<file path="config.mk">
export PLATFORM = sky130hd
export DESIGN_NAME = fetch_unit
export DESIGN_NICKNAME = d
export VERILOG_FILES = /design/src/rtl/fetch_unit.sv
export SDC_FILE = /design/constraint.sdc
export NUM_CORES = 1
export LEC_CHECK = 0
export ABC_AREA = 1
export BUFFER_PORTS_ARGS = -buffer_cell sky130_fd_sc_hd__buf_4
export CAP_MARGIN = 20
export CORE_MARGIN = 1
export CORE_UTILIZATION = 38
export CTS_BUF_LIST = sky130_fd_sc_hd__clkbuf_16
export DETAILED_ROUTE_END_ITERATION = 10
export GPL_TIMING_DRIVEN = 0
export PLACE_DENSITY = 0.66
export SYNTH_ARGS = -nofsm -noshare
export SYNTH_HDL_FRONTEND = slang
export SYNTH_SLANG_ARGS = --single-unit
export TNS_END_PERCENT = 5
</file>
<file path="constraint.sdc">
create_clock -name clk_i -period 3 [get_ports clk_i]
set_input_delay 0.15 -clock clk_i [delete_from_list [all_inputs] [get_ports clk_i]]
set_output_delay 0.15 -clock clk_i [all_outputs]
set_load 0.03 [all_outputs]
</file>
<file path="src/rtl/fetch_unit.sv">
// Instruction fetch unit: issues sequential instruction-memory requests,
// tracks them in a small in-order queue and presents fetched words to decode.
// Redirects flush the queue and discard responses that are still in flight.
module fetch_unit #(
    parameter int unsigned     XLEN     = 32,
    parameter int unsigned     DEPTH    = 4,
    parameter logic [XLEN-1:0] RESET_PC = '0
) (
    input  logic            clk_i,
    input  logic            rst_i,
    input  logic            start_i,
    output logic            imem_req_o,
    output logic [XLEN-1:0] imem_addr_o,
    input  logic            imem_ready_i,
    input  logic            imem_rvalid_i,
    input  logic [31:0]     imem_rdata_i,
    input  logic            redirect_i,
    input  logic [XLEN-1:0] redirect_pc_i,
    output logic            instr_valid_o,
    output logic [31:0]     instr_o,
    output logic [XLEN-1:0] instr_pc_o,
    input  logic            instr_ready_i
);

    // Pointer width, entry-count width (holds 0..DEPTH) and drop-counter width.
    // The drop counter is two bits wider than a full queue so that several
    // back-to-back redirects can be absorbed while old responses are pending.
    localparam int unsigned PW = (DEPTH > 1) ? $clog2(DEPTH) : 1;
    localparam int unsigned CW = PW + 1;
    localparam int unsigned DW = CW + 2;

    localparam logic [CW-1:0]   DEPTH_C     = CW'(DEPTH);
    localparam logic [XLEN-1:0] RESET_PC_AL = {RESET_PC[XLEN-1:2], 2'b00};

    localparam logic [0:0] S_IDLE = 1'b0;
    localparam logic [0:0] S_RUN  = 1'b1;

    logic [0:0]      state_q, state_d;
    logic [XLEN-1:0] fetch_pc_q, fetch_pc_d;
    logic [PW-1:0]   head_q, head_d;   // oldest entry (next to pop)
    logic [PW-1:0]   fill_q, fill_d;   // oldest allocated but unfilled entry
    logic [PW-1:0]   tail_q, tail_d;   // next entry to allocate
    logic [CW-1:0]   cnt_q, cnt_d;     // allocated entries (outstanding + filled)
    logic [CW-1:0]   out_q, out_d;     // outstanding (allocated, unfilled)
    logic [DW-1:0]   drop_q, drop_d;   // stale responses still to discard

    logic [XLEN-1:0] pc_mem   [DEPTH];
    logic [31:0]     data_mem [DEPTH];

    logic run;
    logic redirect_run;
    logic accept;
    logic head_valid;
    logic resp_live;
    logic drop_en;
    logic fill_en;
    logic pop;
    logic unused_bits;

    // The two low bits of a redirect target are always forced to zero.
    assign unused_bits = ^redirect_pc_i[1:0];

    assign run          = (state_q == S_RUN);
    assign redirect_run = run & redirect_i;
    // Entries fill strictly in order from the head, so the head is ready
    // exactly when at least one allocated entry is no longer outstanding.
    assign head_valid   = (cnt_q != out_q);
    assign imem_req_o   = run & ~redirect_i & (cnt_q < DEPTH_C);
    assign imem_addr_o  = fetch_pc_q;
    assign accept       = imem_req_o & imem_ready_i;
    // A response counts only if some request (live or stale) is in flight.
    assign resp_live    = imem_rvalid_i & ((drop_q != '0) | (out_q != '0));
    assign drop_en      = imem_rvalid_i & (drop_q != '0);
    assign fill_en      = imem_rvalid_i & (drop_q == '0) & (out_q != '0) & ~redirect_run;
    assign pop          = head_valid & instr_ready_i & ~redirect_run;

    assign instr_valid_o = head_valid;
    assign instr_o       = head_valid ? data_mem[head_q] : '0;
    assign instr_pc_o    = head_valid ? pc_mem[head_q]   : '0;

    // Next-state logic for the FSM, fetch PC, queue pointers and counters.
    always_comb begin
        state_d    = state_q;
        fetch_pc_d = fetch_pc_q;
        head_d     = head_q;
        fill_d     = fill_q;
        tail_d     = tail_q;
        cnt_d      = cnt_q;
        out_d      = out_q;
        drop_d     = drop_q;

        if (state_q == S_IDLE && start_i) begin
            state_d = S_RUN;
        end

        if (redirect_i) begin
            fetch_pc_d = {redirect_pc_i[XLEN-1:2], 2'b00};
        end else if (accept) begin
            fetch_pc_d = fetch_pc_q + XLEN'(4);
        end

        if (redirect_run) begin
            // Flush everything; every request still unanswered after this
            // cycle becomes a response to throw away.
            head_d = '0;
            fill_d = '0;
            tail_d = '0;
            cnt_d  = '0;
            out_d  = '0;
            drop_d = drop_q + DW'(out_q) - DW'(resp_live);
        end else begin
            if (accept) begin
                tail_d = tail_q + PW'(1);
            end
            if (fill_en) begin
                fill_d = fill_q + PW'(1);
            end
            if (pop) begin
                head_d = head_q + PW'(1);
            end
            if (drop_en) begin
                drop_d = drop_q - DW'(1);
            end
            cnt_d = cnt_q + CW'(accept) - CW'(pop);
            out_d = out_q + CW'(accept) - CW'(fill_en);
        end
    end

    // Control state registers with asynchronous active-low reset.
    always_ff @(posedge clk_i or negedge rst_i) begin
        if (!rst_i) begin
            state_q    <= S_IDLE;
            fetch_pc_q <= RESET_PC_AL;
            head_q     <= '0;
            fill_q     <= '0;
            tail_q     <= '0;
            cnt_q      <= '0;
            out_q      <= '0;
            drop_q     <= '0;
        end else begin
            state_q    <= state_d;
            fetch_pc_q <= fetch_pc_d;
            head_q     <= head_d;
            fill_q     <= fill_d;
            tail_q     <= tail_d;
            cnt_q      <= cnt_d;
            out_q      <= out_d;
            drop_q     <= drop_d;
        end
    end

    // Entry storage: PC tagged on allocation, instruction word on fill.
    // Contents need no reset because outputs are gated by head_valid.
    always_ff @(posedge clk_i) begin
        if (accept) begin
            pc_mem[tail_q] <= fetch_pc_q;
        end
        if (fill_en) begin
            data_mem[fill_q] <= imem_rdata_i;
        end
    end

endmodule

</file>
==> impl_metrics.env, run 1 <==
export IMPL_via_count=9850
export IMPL_crit_buf_inv=4
export IMPL_max_slew_margin=0.379
export IMPL_cts_max_level=1
export IMPL_wire_per_inst_um=16.9
export IMPL_cap_violations=0
export IMPL_ctsResizeCount=0
export IMPL_top_level_ports=169
export IMPL_min_period_ps=2640
export IMPL_hp_class="input port to register"
export IMPL_grt_max_degree=49
export IMPL_worstSetupStartpointType="register"
export IMPL_cts_tree="yes"
export IMPL_via_per_inst=4.98
export IMPL_fmax_mhz=378
export IMPL_cts_buffers=31
export IMPL_clock_sinks=296
export IMPL_place_area_sq_um=15100
export IMPL_ys_ff_latch=296
export IMPL_avgSynthCellArea_sq_um=10.6
export IMPL_first_pass_iters=5
export IMPL_path_common_cell="buf_4"
export IMPL_post_cts_buffers=0
export IMPL_endpoint_kind="output pin"
export IMPL_start_util=0.389
export IMPL_cts_hold_buf=68
export IMPL_grt_pass1_vias=9497
export IMPL_ir_worst_vdd_mv=0.491
export IMPL_drt_iter0_drc=780
export IMPL_crit_path_max_incr_delay_ps=520
export IMPL_antenna_found_initial=0
export IMPL_synthFlopType="edfxtp_1"
export IMPL_antenna_left=0
export IMPL_clockBufferDepth=3
export IMPL_ys_seq_area_frac=0.659
export IMPL_nNetsFinal=1602
export IMPL_clk_latency_ps=560
export IMPL_r2r_slack_ps=460
export IMPL_synth_warnings=0
export IMPL_critPathKind="register to output pin"
export IMPL_final_hold_viol_count=0
export IMPL_final_cell_area_sq_um=16800
export IMPL_crit_fanout=10
export IMPL_fin_crit_sh=0.881
export IMPL_grt_ovfl_total=0
export IMPL_cp_top_family="buffers and inverters"
export IMPL_hpwlAfterDp_um=22000
export IMPL_track_usage=0.188
export IMPL_synth_edf_count=248
export IMPL_mostFrequentLayoutCells="295 x nor2_1, 248 x edfxtp_1, 171 x buf_4"
export IMPL_cp_data_required_time_ps=2850
export IMPL_synth_cells=1233
export IMPL_clock_root_buffer="clkbuf_16"
export IMPL_postSynth_asyncResetShare=0.162
export IMPL_die_w_um=188
export IMPL_gp_congestion=0.855
export IMPL_crit_chain="buf_4 > inv_2 > clkbuf_1 > o21ai_0 > a21oi_1 > buf_4"
export IMPL_outcome="completed"
export IMPL_diodes=0
export IMPL_ys_types=36
export IMPL_leakagePower_nw=6.58
export IMPL_final_common_cell="nor2_1"
export IMPL_finClkSkew_ps=24.2
export IMPL_design_core_area_sq_um=33800
export IMPL_p_per_area_nw_per_um2=899
export IMPL_syn_area_sq_um=13100
export IMPL_rsz0062_at_grt="false"
export IMPL_portBuffers=162
export IMPL_cp_slowest_cell="clkbuf_1"
export IMPL_grt_pass1_wl_um=52000
export IMPL_die_h_um=188
export IMPL_report_final_setup_viol=0
export IMPL_drc=0
export IMPL_worst_pin_slew_ps=929
export IMPL_die_area_sq_um=35300
export IMPL_clk_pin_slew_ps=60
export IMPL_routed_wl_um=33500
export IMPL_finalPower_mw=15.1
export IMPL_drive_gt1_frac=0.187
export IMPL_worstPathArrival_ps=2490
export IMPL_drv_slew=0
export IMPL_syn2layout_area_growth_pct=27.7
export IMPL_row_count=67
-- flip-flops by register name, indices dropped and copies added (netlist names) --
| register | cells |
|---|---|
| out_q | 3 |
| pc_mem | 120 |
| run | 1 |
| data_mem | 128 |
| head_q | 2 |
| fill_q | 2 |
| tail_q | 2 |
| imem_addr_o | 30 |
| drop_q | 5 |
| cnt_q | 3 |
-- layer usage --
metal	vias to the layer above	wire length (um)	share of wire	track usage
li1	4772	-	-	-
met1	4694	14900	0.44	0.260
met2	335	15900	0.47	0.317
met3	49	2020	0.060	0.0210
met4	0	711	0.021	0.0469
met5	-	0	0	0
-- report_power, final --
group	internal (mW)	total (mW)	switching (mW)	leakage [nW]
sequential	4.75	5.05	0.303	2.83
combinational	2.07	6.36	4.30	3.24
clock	2.12	3.66	1.54	0.503
-- path summary, 6_finish.rpt --
check	start	depth (start not counted)	endpoint
min in group asynchronous	rst_i	2	imem_addr_o[24]
max in group asynchronous	rst_i	2	cnt_q[1]
min	redirect_i	4	imem_addr_o[3]
max	head_q[0]	6	instr_o[25]
max reg2reg	drop_q[0]	18	drop_q[4]
min reg2reg	run	1	run
-- through the flow --
step	setup WS, ps	instances	setup TNS, ps	utilization	hold slack [ps]
final	356	1978	0	0.496	43.8
after floorplan	97.2	1236	0	-	-146
after CTS	323	1978	0	0.496	20.9
after detailed placement	461	1853	0	0.448	222
after global placement	-1250	1846	-221160	0.442	222
after global routing	129	1978	0	0.496	50.2
-- cell usage after synthesis, types with 4 or more instances --
library cell,count,share of area
a21oi_1,67,0.026
a22oi_1,17,0.0097
buf_1,4,0.0011
buf_2,25,0.0095
buf_4,9,0.0051
clkbuf_1,18,0.0051
dfrtp_1,48,0.091
edfxtp_1,248,0.57
ha_1,22,0.021
inv_1,64,0.018
inv_2,7,0.0020
nand2_1,139,0.040
nand2_2,5,0.0024
nand3_1,53,0.020
nand4_1,5,0.0024
nor2_1,303,0.087
nor2_2,6,0.0029
nor2_4,6,0.0051
o211ai_1,4,0.0023
o21ai_0,116,0.044
o21ai_1,25,0.0095
o21bai_1,6,0.0034
xnor2_1,7,0.0047
xor2_1,5,0.0033
-- logic make-up after synthesis --
| family | synth area share |
|---|---|
| buffers and inverters | 0.0433 |
| adders and majority gates | 0.0255 |
| AOI/OAI and AO/OA | 0.0957 |
| and+or+nand+nor | 0.169 |
| other | 0.000286 |
| DFF | 0.659 |
| xor gates and xnor gates | 0.00800 |
-- worst min-delay path: stages --
cell and delay [ps]:
buf_4 130, inv_2 70, o22ai_1 170, nor2_1 50
-- final cells by class --
class	count	area [sq um]
tap	448	561
clock inverter	26	190
timing repair buffer	237	2040
sequential	296	8650
buffer	60	302
multi-input combinational	809	3990
inverter	71	267
clock buffer	31	776
fill	2977	17000
Note: power is estimated with default switching activity, not from simulation.
==> run 2, diff against run 1 <==
Settings changed: PLACE_DENSITY 0.66 to not set, PLACE_DENSITY_LB_ADDON set to 0.25.
==> impl_metrics.env, run 2 (synthesized netlist as in run 1, its figures left out) <==
export IMPL_cts_hold_buf=66
export IMPL_outcome="completed"
export IMPL_report_final_setup_viol=0
export IMPL_grt_pass1_wl_um=52300
export IMPL_via_per_inst=4.95
export IMPL_worstPathArrival_ps=2440
export IMPL_grt_max_degree=49
export IMPL_post_cts_buffers=0
export IMPL_diodes=0
export IMPL_max_slew_margin=0.513
export IMPL_grt_pass1_vias=9514
export IMPL_crit_fanout=10
export IMPL_hpwlAfterDp_um=22300
export IMPL_fmax_mhz=385
export IMPL_fin_crit_sh=0.865
export IMPL_r2r_slack_ps=440
export IMPL_design_core_area_sq_um=33800
export IMPL_drive_gt1_frac=0.190
export IMPL_final_common_cell="nor2_1"
export IMPL_holdWs_ps=73.5
export IMPL_min_period_ps=2590
export IMPL_finalPower_mw=15.2
export IMPL_cts_max_level=2
export IMPL_hp_class="input port to register"
export IMPL_die_area_sq_um=35300
export IMPL_drc=0
export IMPL_clk_pin_slew_ps=60
export IMPL_mostFrequentLayoutCells="295 x nor2_1, 248 x edfxtp_1, 171 x buf_4"
export IMPL_wire_per_inst_um=17.1
export IMPL_cap_violations=0
export IMPL_clk_latency_ps=520
export IMPL_leakagePower_nw=6.64
export IMPL_multi_input_area_sq_um=3990
export IMPL_portBuffers=162
export IMPL_finClkSkew_ps=21.5
export IMPL_setup_tns_ps=0
export IMPL_nFillCells=3037
export IMPL_top_level_ports=169
export IMPL_cts_buffers=34
export IMPL_worstSetupStartpointType="register"
export IMPL_endpoint_kind="output pin"
export IMPL_largest_reg_flops=128
export IMPL_antenna_found_initial=0
export IMPL_die_h_um=188
export IMPL_track_usage=0.191
export IMPL_antenna_left=0
export IMPL_first_pass_iters=6
export IMPL_seq_area_sq_um=8650
export IMPL_syn2layout_area_growth_pct=28.4
export IMPL_clock_root_buffer="clkbuf_16"
export IMPL_start_util=0.389
export IMPL_drt_iter0_drc=785
export IMPL_cp_data_required_time_ps=2850
export IMPL_nNetsFinal=1604
export IMPL_p_per_area_nw_per_um2=903
export IMPL_clock_sinks=296
export IMPL_r2r_cells=18
export IMPL_ir_worst_vdd_mv=0.513
export IMPL_die_w_um=188
export IMPL_hold_depth=4
export IMPL_rsz0062_at_grt="false"
export IMPL_via_count=9815
export IMPL_reg2reg_to="drop_q[4]"
export IMPL_drv_slew=0
export IMPL_critPathKind="register to output pin"
export IMPL_min_to="imem_addr_o[5]"
export IMPL_regMostFlops="data_mem"
export IMPL_worst_pin_slew_ps=730
export IMPL_gp_congestion=0.855
export IMPL_cts_tree="yes"
export IMPL_grt_ovfl_total=0
export IMPL_routed_wl_um=33800
export IMPL_hp_start="redirect_i"
export IMPL_clockBufferDepth=3
export IMPL_ctsResizeCount=0
export IMPL_r2r_start="drop_q[0]"
export IMPL_final_hold_viol_count=0
export IMPL_row_count=67
[run 2: changes by cell type in the layout (fill, tap and decap cells not counted)]
cell / previous run / this run
buf_12: 7 / 5
buf_16: 0 / 3
bufinv_16: 3 / 1
clkbuf_16: 31 / 35
clkinv_1: 10 / 5
clkinv_2: 3 / 4
clkinv_8: 0 / 2
clkinvlp_4: 0 / 1
dlygate4sd3_1: 68 / 66
inv_1: 72 / 76
inv_6: 1 / 0
[run 2: metrics by stage]
step                 util  instances  instance area, sq um  worst slack (ps)
floorplan               -       1236                 13100              97.2
global placement    0.442       1846                 14900             -1280
detailed placement  0.449       1854                 15200               441
CTS                 0.499       1981                 16900               373
global route        0.499       1981                 16900               199
finish              0.499       1981                 16900               406
[run 2: critical path, cell delays in order (launching register included)]
cell and delay, ps:
dfrtp_1 350, buf_4 170, inv_2 170, buf_4 220
clkbuf_2 260, o21ai_0 130, a21oi_1 370, buf_4 250
[run 2: worst max path at each step]
stage                      end  startpoint  depth (start not counted)  slack (ps)
3_3_place_gp   data_mem[0][26]   drop_q[0]                          8       -1280
6_report         instr_pc_o[5]   head_q[0]                          7         410
5_1_grt          instr_pc_o[5]   head_q[0]                          7         200
3_5_place_dp         drop_q[4]   drop_q[0]                         18         440
2_1_floorplan   data_mem[2][0]   drop_q[0]                          8         100
4_1_cts          instr_pc_o[5]   head_q[0]                          7         370
[run 2: layout make-up]
class,instances,share of cell area
buffer,60,0.0179
inverter,71,0.0158
multi-input combinational,809,0.236
timing repair buffer,236,0.122
clock inverter,26,0.00965
tap,448,0.0332
clock buffer,35,0.0519
sequential,296,0.513
[run 2: per-layer routing]
metal | wire [um] | global-route usage | vias to the layer above
met4 | 402 | 0.0432 | 0
met3 | 2370 | 0.0288 | 40
met1 | 15300 | 0.265 | 4666
met5 | 0 | 0 | -
li1 | - | - | 4770
met2 | 15800 | 0.317 | 339
[run 2: report_power, final]
part           leakage, nW  total (mW)  switching [mW]  internal (mW)
Clock                0.551        3.82            1.61           2.21
Combinational         3.25        6.35            4.28           2.07
Sequential            2.83        5.06           0.308           4.75
==> run 3, diff against run 2 <==
Clock period 3 ns to 2.7 ns, I/O delays scaled along.
==> impl_metrics.env, run 3 (synthesized netlist as in run 1, its figures left out) <==
export IMPL_setup_tns_ps=0
export IMPL_clk_latency_ps=510
export IMPL_grt_max_degree=49
export IMPL_endpoint_kind="register"
export IMPL_final_hold_viol_count=0
export IMPL_clock_sinks=296
export IMPL_largest_reg_flops=128
export IMPL_max_slew_margin=0.510
export IMPL_regMostFlops="data_mem"
export IMPL_r2r_cells=9
export IMPL_drive_gt1_frac=0.193
export IMPL_die_area_sq_um=35300
export IMPL_fmax_mhz=396
export IMPL_min_period_ps=2520
export IMPL_fin_cells=1981
export IMPL_grt_ovfl_total=0
export IMPL_reg2reg_to="data_mem[3][27]"
export IMPL_routed_wl_um=33800
export IMPL_cts_tree="yes"
export IMPL_min_to="imem_addr_o[5]"
export IMPL_rsz0062_at_grt="false"
export IMPL_via_per_inst=4.94
export IMPL_crit_path_start="drop_q[0]"
export IMPL_row_count=67
export IMPL_via_count=9783
export IMPL_r2r_start="drop_q[0]"
export IMPL_clock_root_buffer="clkbuf_16"
export IMPL_cts_buffers=34
export IMPL_gp_congestion=0.855
export IMPL_design_core_area_sq_um=33800
export IMPL_diodes=0
export IMPL_final_common_cell="nor2_1"
export IMPL_die_w_um=188
export IMPL_setup_ws_ps=178
export IMPL_mostFrequentLayoutCells="295 x nor2_1, 248 x edfxtp_1, 171 x buf_4"
export IMPL_hp_start="redirect_i"
export IMPL_crit_fanout=17
export IMPL_leakagePower_nw=6.63
export IMPL_grt_pass1_wl_um=52300
export IMPL_nNetsFinal=1604
export IMPL_antenna_found_initial=0
export IMPL_cp_data_required_time_ps=2910
export IMPL_worstPathArrival_ps=2730
export IMPL_track_usage=0.191
export IMPL_critPathKind="register to register"
export IMPL_finalPower_mw=16.9
export IMPL_antenna_left=0
export IMPL_r2r_slack_ps=180
export IMPL_outcome="completed"
export IMPL_place_ws_ps=141
export IMPL_clk_pin_slew_ps=60
export IMPL_hp_class="input port to register"
export IMPL_fin_crit_sh=0.934
export IMPL_p_per_area_nw_per_um2=1000
export IMPL_first_pass_iters=5
export IMPL_top_level_ports=169
export IMPL_clockBufferDepth=3
export IMPL_hpwlAfterDp_um=22300
export IMPL_finClkSkew_ps=19.7
export IMPL_report_final_setup_viol=0
export IMPL_worstSetupStartpointType="register"
export IMPL_start_util=0.389
export IMPL_cap_violations=0
export IMPL_syn2layout_area_growth_pct=28.5
export IMPL_drc=0
export IMPL_grt_pass1_vias=9514
export IMPL_cts_max_level=2
export IMPL_hold_depth=4
export IMPL_holdWs_ps=59.6
export IMPL_wire_per_inst_um=17.1
export IMPL_ir_worst_vdd_mv=0.572
export IMPL_worst_pin_slew_ps=735
export IMPL_die_h_um=188
export IMPL_drt_iter0_drc=689
export IMPL_dp_cells=1854
export IMPL_drv_slew=0
export IMPL_portBuffers=162
-- run 3: cell types whose count changed in the layout (fill, tap and decap cells not counted) --
| cell | previous run | this run |
|---|---|---|
| inv_1 | 76 | 74 |
| inv_2 | 7 | 9 |
| a21oi_1 | 67 | 66 |
| a21oi_2 | 0 | 1 |
| nand2_1 | 139 | 138 |
| nand2_2 | 5 | 6 |
-- run 3: cell type report --
cell class                      instances  area, sq um
Fill cell                            3036        16900
Sequential cell                       296         8650
Multi-Input combinational cell        809         3990
Timing Repair Buffer                  236         2060
Clock buffer                           35          876
Tap cell                              448          561
Buffer                                 60          302
Inverter                               71          267
Clock inverter                         26          163
-- run 3: power by group --
part | internal [mW] | switching (mW)
registers | 5.28 | 0.344
clock network | 2.45 | 1.79
logic | 2.30 | 4.77
total | 10.0 | 6.90
-- run 3: how the worst max path moves through the flow --
stage                            to  slack [ps]  cells past startpoint
floorplan            data_mem[2][0]        -200                      8
CTS                   instr_pc_o[5]          90                      7
global route         instr_pc_o[10]           2                      6
global placement    data_mem[0][26]       -1580                      8
finish              data_mem[3][27]         180                      9
detailed placement        drop_q[4]         140                     18
-- run 3: what timing repair did --
action	in CTS	in global routing
hold endpoints to repair	210	0
hold buffers	66	0
setup endpoints to repair	0	21
gates resized for setup	0	4
buffers inserted	0	0
-- run 3: routing by layer --
layer | share of wire | vias up | track usage
li1 | - | 4772 | -
met1 | 0.46 | 4667 | 0.265
met2 | 0.47 | 305 | 0.317
met3 | 0.060 | 39 | 0.0288
met4 | 0.012 | 0 | 0.0432
met5 | 0 | - | 0
-- run 3: critical path, cell delays in order, from the launching register on --
cell and delay (ps):
dfrtp_1 400, inv_2 100, ha_1 150, nand4_1 160, nor2_1 160, inv_1 100
nor2_2 180, inv_1 210, nor2_4 510, buf_16 230
-- run 3: through the flow --
step                utilization  area (sq um)
finish                    0.499         16900
detailed placement        0.449         15200
global route              0.499         16900
global placement          0.442         14900
CTS                       0.499         16900
floorplan                     -         13100
